--- src/rtl/alu_op_sequencer.sv ---
// Sequences one ALU command: operand loads, exec or product-unit handshake, flag write, result return.
// Latency accept->res_valid: nops+2 (plain), nops+3+N (product), 2 (flag load); holds result until res_ready.
module alu_op_sequencer #(
  parameter int TIMEOUT = 64
) (
  input  logic        CLK,
  input  logic        RST,
  input  logic        cmd_valid,
  output logic        cmd_ready,
  input  logic [5:0]  cmd_op,
  input  logic [1:0]  cmd_nops,
  input  logic        cmd_wf,
  input  logic        cmd_ldfl,
  input  logic [15:0] cmd_a,
  input  logic [15:0] cmd_b,
  input  logic [15:0] cmd_d,
  output logic [15:0] alu_a,
  output logic [5:0]  alu_op,
  output logic        alu_wa,
  output logic        alu_wb,
  output logic        alu_wd,
  output logic [1:0]  alu_wr,
  output logic        alu_enadi,
  input  logic        alu_finp,
  input  logic [15:0] alu_r1,
  input  logic [15:0] alu_r2,
  input  logic [5:0]  alu_fl,
  output logic        res_valid,
  input  logic        res_ready,
  output logic [15:0] res_r1,
  output logic [15:0] res_r2,
  output logic [5:0]  res_fl,
  output logic        res_err
);

  localparam int CW = $clog2(TIMEOUT + 1);

  typedef enum logic [3:0] {
    IDLE, LDA, LDB, LDD, EXEC, START, WAITP, FLAG, RESP
  } state_t;

  state_t        state_q, state_d;
  logic [5:0]    op_q, op_d;
  logic [1:0]    nops_q, nops_d;
  logic          wf_q, wf_d;
  logic [15:0]   a_q, a_d, b_q, b_d, d_q, d_d;
  logic [CW-1:0] cnt_q, cnt_d;
  logic [15:0]   r1_q, r1_d, r2_q, r2_d;
  logic [5:0]    fl_q, fl_d;
  logic          err_q, err_d;
  logic          fl_first_q, fl_first_d;
  state_t        exec_st;

  always_ff @(posedge CLK or negedge RST) begin
    if (!RST) begin
      state_q    <= IDLE;
      op_q       <= '0;
      nops_q     <= '0;
      wf_q       <= 1'b0;
      a_q        <= '0;
      b_q        <= '0;
      d_q        <= '0;
      cnt_q      <= '0;
      r1_q       <= '0;
      r2_q       <= '0;
      fl_q       <= '0;
      err_q      <= 1'b0;
      fl_first_q <= 1'b0;
    end else begin
      state_q    <= state_d;
      op_q       <= op_d;
      nops_q     <= nops_d;
      wf_q       <= wf_d;
      a_q        <= a_d;
      b_q        <= b_d;
      d_q        <= d_d;
      cnt_q      <= cnt_d;
      r1_q       <= r1_d;
      r2_q       <= r2_d;
      fl_q       <= fl_d;
      err_q      <= err_d;
      fl_first_q <= fl_first_d;
    end
  end

  always_comb begin
    state_d   = state_q;
    op_d      = op_q;
    nops_d    = nops_q;
    wf_d      = wf_q;
    a_d       = a_q;
    b_d       = b_q;
    d_d       = d_q;
    cnt_d     = cnt_q;
    r1_d      = r1_q;
    r2_d      = r2_q;
    err_d     = err_q;
    cmd_ready = 1'b0;
    alu_a     = '0;
    alu_wa    = 1'b0;
    alu_wb    = 1'b0;
    alu_wd    = 1'b0;
    alu_wr    = 2'b00;
    alu_enadi = 1'b0;
    res_valid = 1'b0;
    exec_st   = op_q[5] ? START : EXEC;

    unique case (state_q)
      IDLE: begin
        cmd_ready = 1'b1;
        if (cmd_valid) begin
          op_d    = cmd_op;
          nops_d  = (cmd_nops == 2'd0) ? 2'd1 : cmd_nops;
          wf_d    = cmd_wf;
          a_d     = cmd_a;
          b_d     = cmd_b;
          d_d     = cmd_d;
          err_d   = 1'b0;
          state_d = cmd_ldfl ? FLAG : LDA;
        end
      end
      LDA: begin
        alu_a   = a_q;
        alu_wa  = 1'b1;
        state_d = (nops_q >= 2'd2) ? LDB : exec_st;
      end
      LDB: begin
        alu_a   = b_q;
        alu_wb  = 1'b1;
        state_d = (nops_q == 2'd3) ? LDD : exec_st;
      end
      LDD: begin
        alu_a   = d_q;
        alu_wd  = 1'b1;
        state_d = exec_st;
      end
      EXEC: begin
        r1_d    = alu_r1;
        r2_d    = alu_r2;
        alu_wr  = wf_q ? 2'b01 : 2'b00;
        state_d = RESP;
      end
      START: begin
        alu_enadi = 1'b1;
        cnt_d     = '0;
        state_d   = WAITP;
      end
      WAITP: begin
        // FINP takes priority over expiry in the same cycle
        if (alu_finp) begin
          r1_d    = alu_r1;
          r2_d    = alu_r2;
          alu_wr  = wf_q ? 2'b01 : 2'b00;
          state_d = RESP;
        end else if (cnt_q == CW'(TIMEOUT - 1)) begin
          r1_d    = '0;
          r2_d    = '0;
          err_d   = 1'b1;
          state_d = RESP;
        end else begin
          cnt_d = cnt_q + 1'b1;
        end
      end
      FLAG: begin
        alu_a   = a_q;
        alu_wr  = 2'b10;
        r1_d    = '0;
        r2_d    = '0;
        state_d = RESP;
      end
      RESP: begin
        res_valid = 1'b1;
        if (res_ready) state_d = IDLE;
      end
      default: state_d = IDLE;
    endcase
  end

  // Flags settle one cycle after the write, so they are taken live in the first RESP cycle and held after.
  assign fl_first_d = (state_d == RESP) && (state_q != RESP);
  assign fl_d       = fl_first_q ? alu_fl : fl_q;
  assign res_fl     = fl_first_q ? alu_fl : fl_q;
  assign res_r1     = r1_q;
  assign res_r2     = r2_q;
  assign res_err    = err_q;
  assign alu_op     = (state_q == IDLE) ? 6'd0 : op_q;

endmodule
--- config.mk ---
export PLATFORM = sky130hd
export DESIGN_NAME = alu_op_sequencer
export DESIGN_NICKNAME = d
export VERILOG_FILES = /design/src/rtl/alu_op_sequencer.sv
export SDC_FILE = /design/constraint.sdc
export NUM_CORES = 1
export LEC_CHECK = 0
export CORE_ASPECT_RATIO = 2
export CORE_MARGIN = 1
export CORE_UTILIZATION = 49
export CTS_CLUSTER_SIZE = 14
export DETAILED_ROUTE_END_ITERATION = 10
export PLACE_DENSITY = 0.85
export SLEW_MARGIN = 15
export SYNTH_ARGS = -nofsm -noshare
export SYNTH_HDL_FRONTEND = slang
export SYNTH_SLANG_ARGS = --single-unit
export TNS_END_PERCENT = 30
--- constraint.sdc ---
create_clock -name CLK -period 3 [get_ports CLK]
set_input_delay 0.6 -clock CLK [delete_from_list [all_inputs] [get_ports CLK]]
set_output_delay 0.6 -clock CLK [all_outputs]
set_load 0.01 [all_outputs]
==> metrics.txt <==
worst-path fanout max=18; Seq/Total Area, Yosys=0.549; Primary FF master, synth=dfrtp_1; Inserted Diodes=0; max-cap viol count=0; highest ir drop seen on vdd=0.657 mV; Die W=72.9 um; Cell variety after synth=45; routed wire length per instance=16.6 um; CP arrival=2260 ps; DP HPWL=8.77 mm; Routed WL=11.7 mm; Fin. Hold Viols=0; Max Freq=350 MHz; Congestion Overflow GR=0; Reg2Reg Depth=5; slowest cell delay on critical path=550 ps; vias in the first global route=3,996; most area-consuming cells after synthesis=dfrtp_1, mux2_2, mux2i_1, inv_1, a222oi_1; TritonRoute pass-1 iters=7; R2R setup slack=600 ps; RSZ-0062 raised after global routing=false; clk_skew=11.8 ps; # clock sinks=108; leakage=3.35 nW; antenna violations before repair=0; fin util=0.718; yosys warns=0; number of flops mapped to enable cells by yosys=0; CTS tree=yes; htree depth=3; share of the synthesized area in the top cell type=0.549; slew at the pin closest to its max-slew limit=629 ps; Site Rows=51; most numerous cell in the Yosys netlist=dfrtp_1; 1st-iter DRT viols=213; largest net degree at the start of global routing=62; pwr dens=987 nW/um2; core area=9760 um2; IO buf count=169; Critical Path RT=2400 ps; global-route wire length before repair=18.4 mm; relative max-transition margin=0.581; Initial Util=0.504; mapped cell area=4920 um2; Worst-Skew Late Latency=350 ps; GPL Wtd Cong=0.793; min-delay worst type=input pin to asynchronous set/reset pin; fin cells=704; # fillers=699; Startpoint Class=register; vias per cell=5.17; run status=finished clean; Async S/R FF share, synth=1.00; routed vias=3,641; most frequent CP cell=buf_4; clock period minus worst slack=2860 ps; DIE AREA=10,500 um2; most common library cells after synthesis=dfrtp_1, inv_1, mux2_2, nand2_1, mux2i_1; Tot GR Track Use=0.231; Final Max Tran Viols=0; CTS buffer count=9; Clock transition at path regs=70 ps; worst-path cell chain=buf_4 -> nand2b_1 -> nor3_2 -> buf_4 -> a222oi_1 -> inv_1 -> clkdlybuf4s50_1; Area Overhead vs Synth=42.4%; WS Path Type=register to output port; slowest CP cell=clkdlybuf4s50_1; Avg Synthesized Cell Area=12.3 um2; remaining antenna violation count=0; CTS Buffer Depth=2; Mapped Cells=400; area leader, netlist=dfrtp_1; Synth Register Bits=108; setup TNS=0 ps; Placed Cells=687; ratio of cells with drive above 1 in the final layout=0.149; syn_nets=502; IO Count=170; Die H=144 um; Setup Viol. Count Final=0; Final period util=0.953; CP endpoint kind=output port; Root Driver=clkbuf_16; final net count=669; DRC=0
## metrics by stage
stage          area (um2)  worst slack, ps  hold WS, ps  total power, mW
3_3_place_gp         6660              250          463             5.54
2_1_floorplan        4920              908          304             4.32
6_report             7010              142          255             6.92
5_1_grt              7010             28.1          304             7.34
3_5_place_dp         6660              100          471             5.70
4_1_cts              7010              141          276             6.98
## flip-flops by register name, summed over array words and instances (netlist names)
register,cells
a_q,16
b_q,16
d_q,16
res_r1,16
res_r2,16
cnt_q,7
fl_q,6
op_q,6
state_q,4
nops_q,2
fl_first_q,1
res_err,1
wf_q,1
## critical path, delay by kind of cell (launching register included)
kind            cells  cell delay, ps
compound gates      1             130
simple gates        2             310
flops               1             390
buf+inv             4            1090
## routing by layer
layer,up-vias,track usage,routed length (um)
li1,1705,-,-
met1,1763,0.231,4070
met2,149,0.437,6580
met3,24,0.0589,700
met4,0,0.0980,312
met5,-,0,0
## final cells by class
cell class | count | area (um2) | share of cell area
Timing Repair Buffer | 179 | 1800 | 0.257
Sequential cell | 108 | 2700 | 0.386
Clock inverter | 7 | 91.3 | 0.0130
Clock buffer | 9 | 225 | 0.0321
Tap cell | 132 | 165 | 0.0236
Inverter | 52 | 195 | 0.0279
Multi-Input combinational cell | 217 | 1820 | 0.260
## layout by cell type (no fill, tap or decap), drive strengths merged, types with 2 or more instances in the layout
master and instances:
nor2b 8, mux2i 35, a222oi 16, nor3 3, mux2 61, nor2 8
dfrtp 108, or2 2, buf 11, nand2b 6, nand3b 5, clkdlybuf4s50 168
nor3b 2, a21oi 4, nor4b 2, nand2 41, inv 56, nand3 3
clkbuf 9, o21ai 4, o41ai 2
## power by group
part           total (mW)  internal [mW]  switching, mW  leakage, nW
combinational        3.09           1.78           1.30         1.91
sequential           2.60           2.18          0.421         1.29
clock                1.23          0.670          0.560        0.152
## final timing paths
| path | end | start |
|---|---|---|
| min | d_q[3] | RST |
| min in group CLK | op_q[0] | op_q[0] |
| min reg2reg | op_q[0] | op_q[0] |
| max reg2reg | d_q[9] | state_q[3] |
| max | alu_a[6] | state_q[0] |
| max in group asynchronous | d_q[9] | RST |
## cells by family (layout without fill, tap and decap cells)
kind of cell | after synthesis | in the layout | synth area share
flip-flops | 108 | 108 | 0.549
AO/OA/AOI/OAI | 34 | 34 | 0.0595
AND/OR/NAND/NOR | 85 | 85 | 0.0946
adder cells (fa/ha/maj) | 1 | 1 | 0.00254
XOR/XNOR | 1 | 1 | 0.00178
buffers and inverters | 75 | 247 | 0.0814
multiplexers | 96 | 96 | 0.211
## what timing repair did
item / 4_1_cts / 5_1_grt
gates resized for setup: 1 / 0
endpoints found under the setup margin: 16 / 0
hold buffers: 0 / 0
setup buffers: 1 / 0
(Power assumes the default switching activity.)
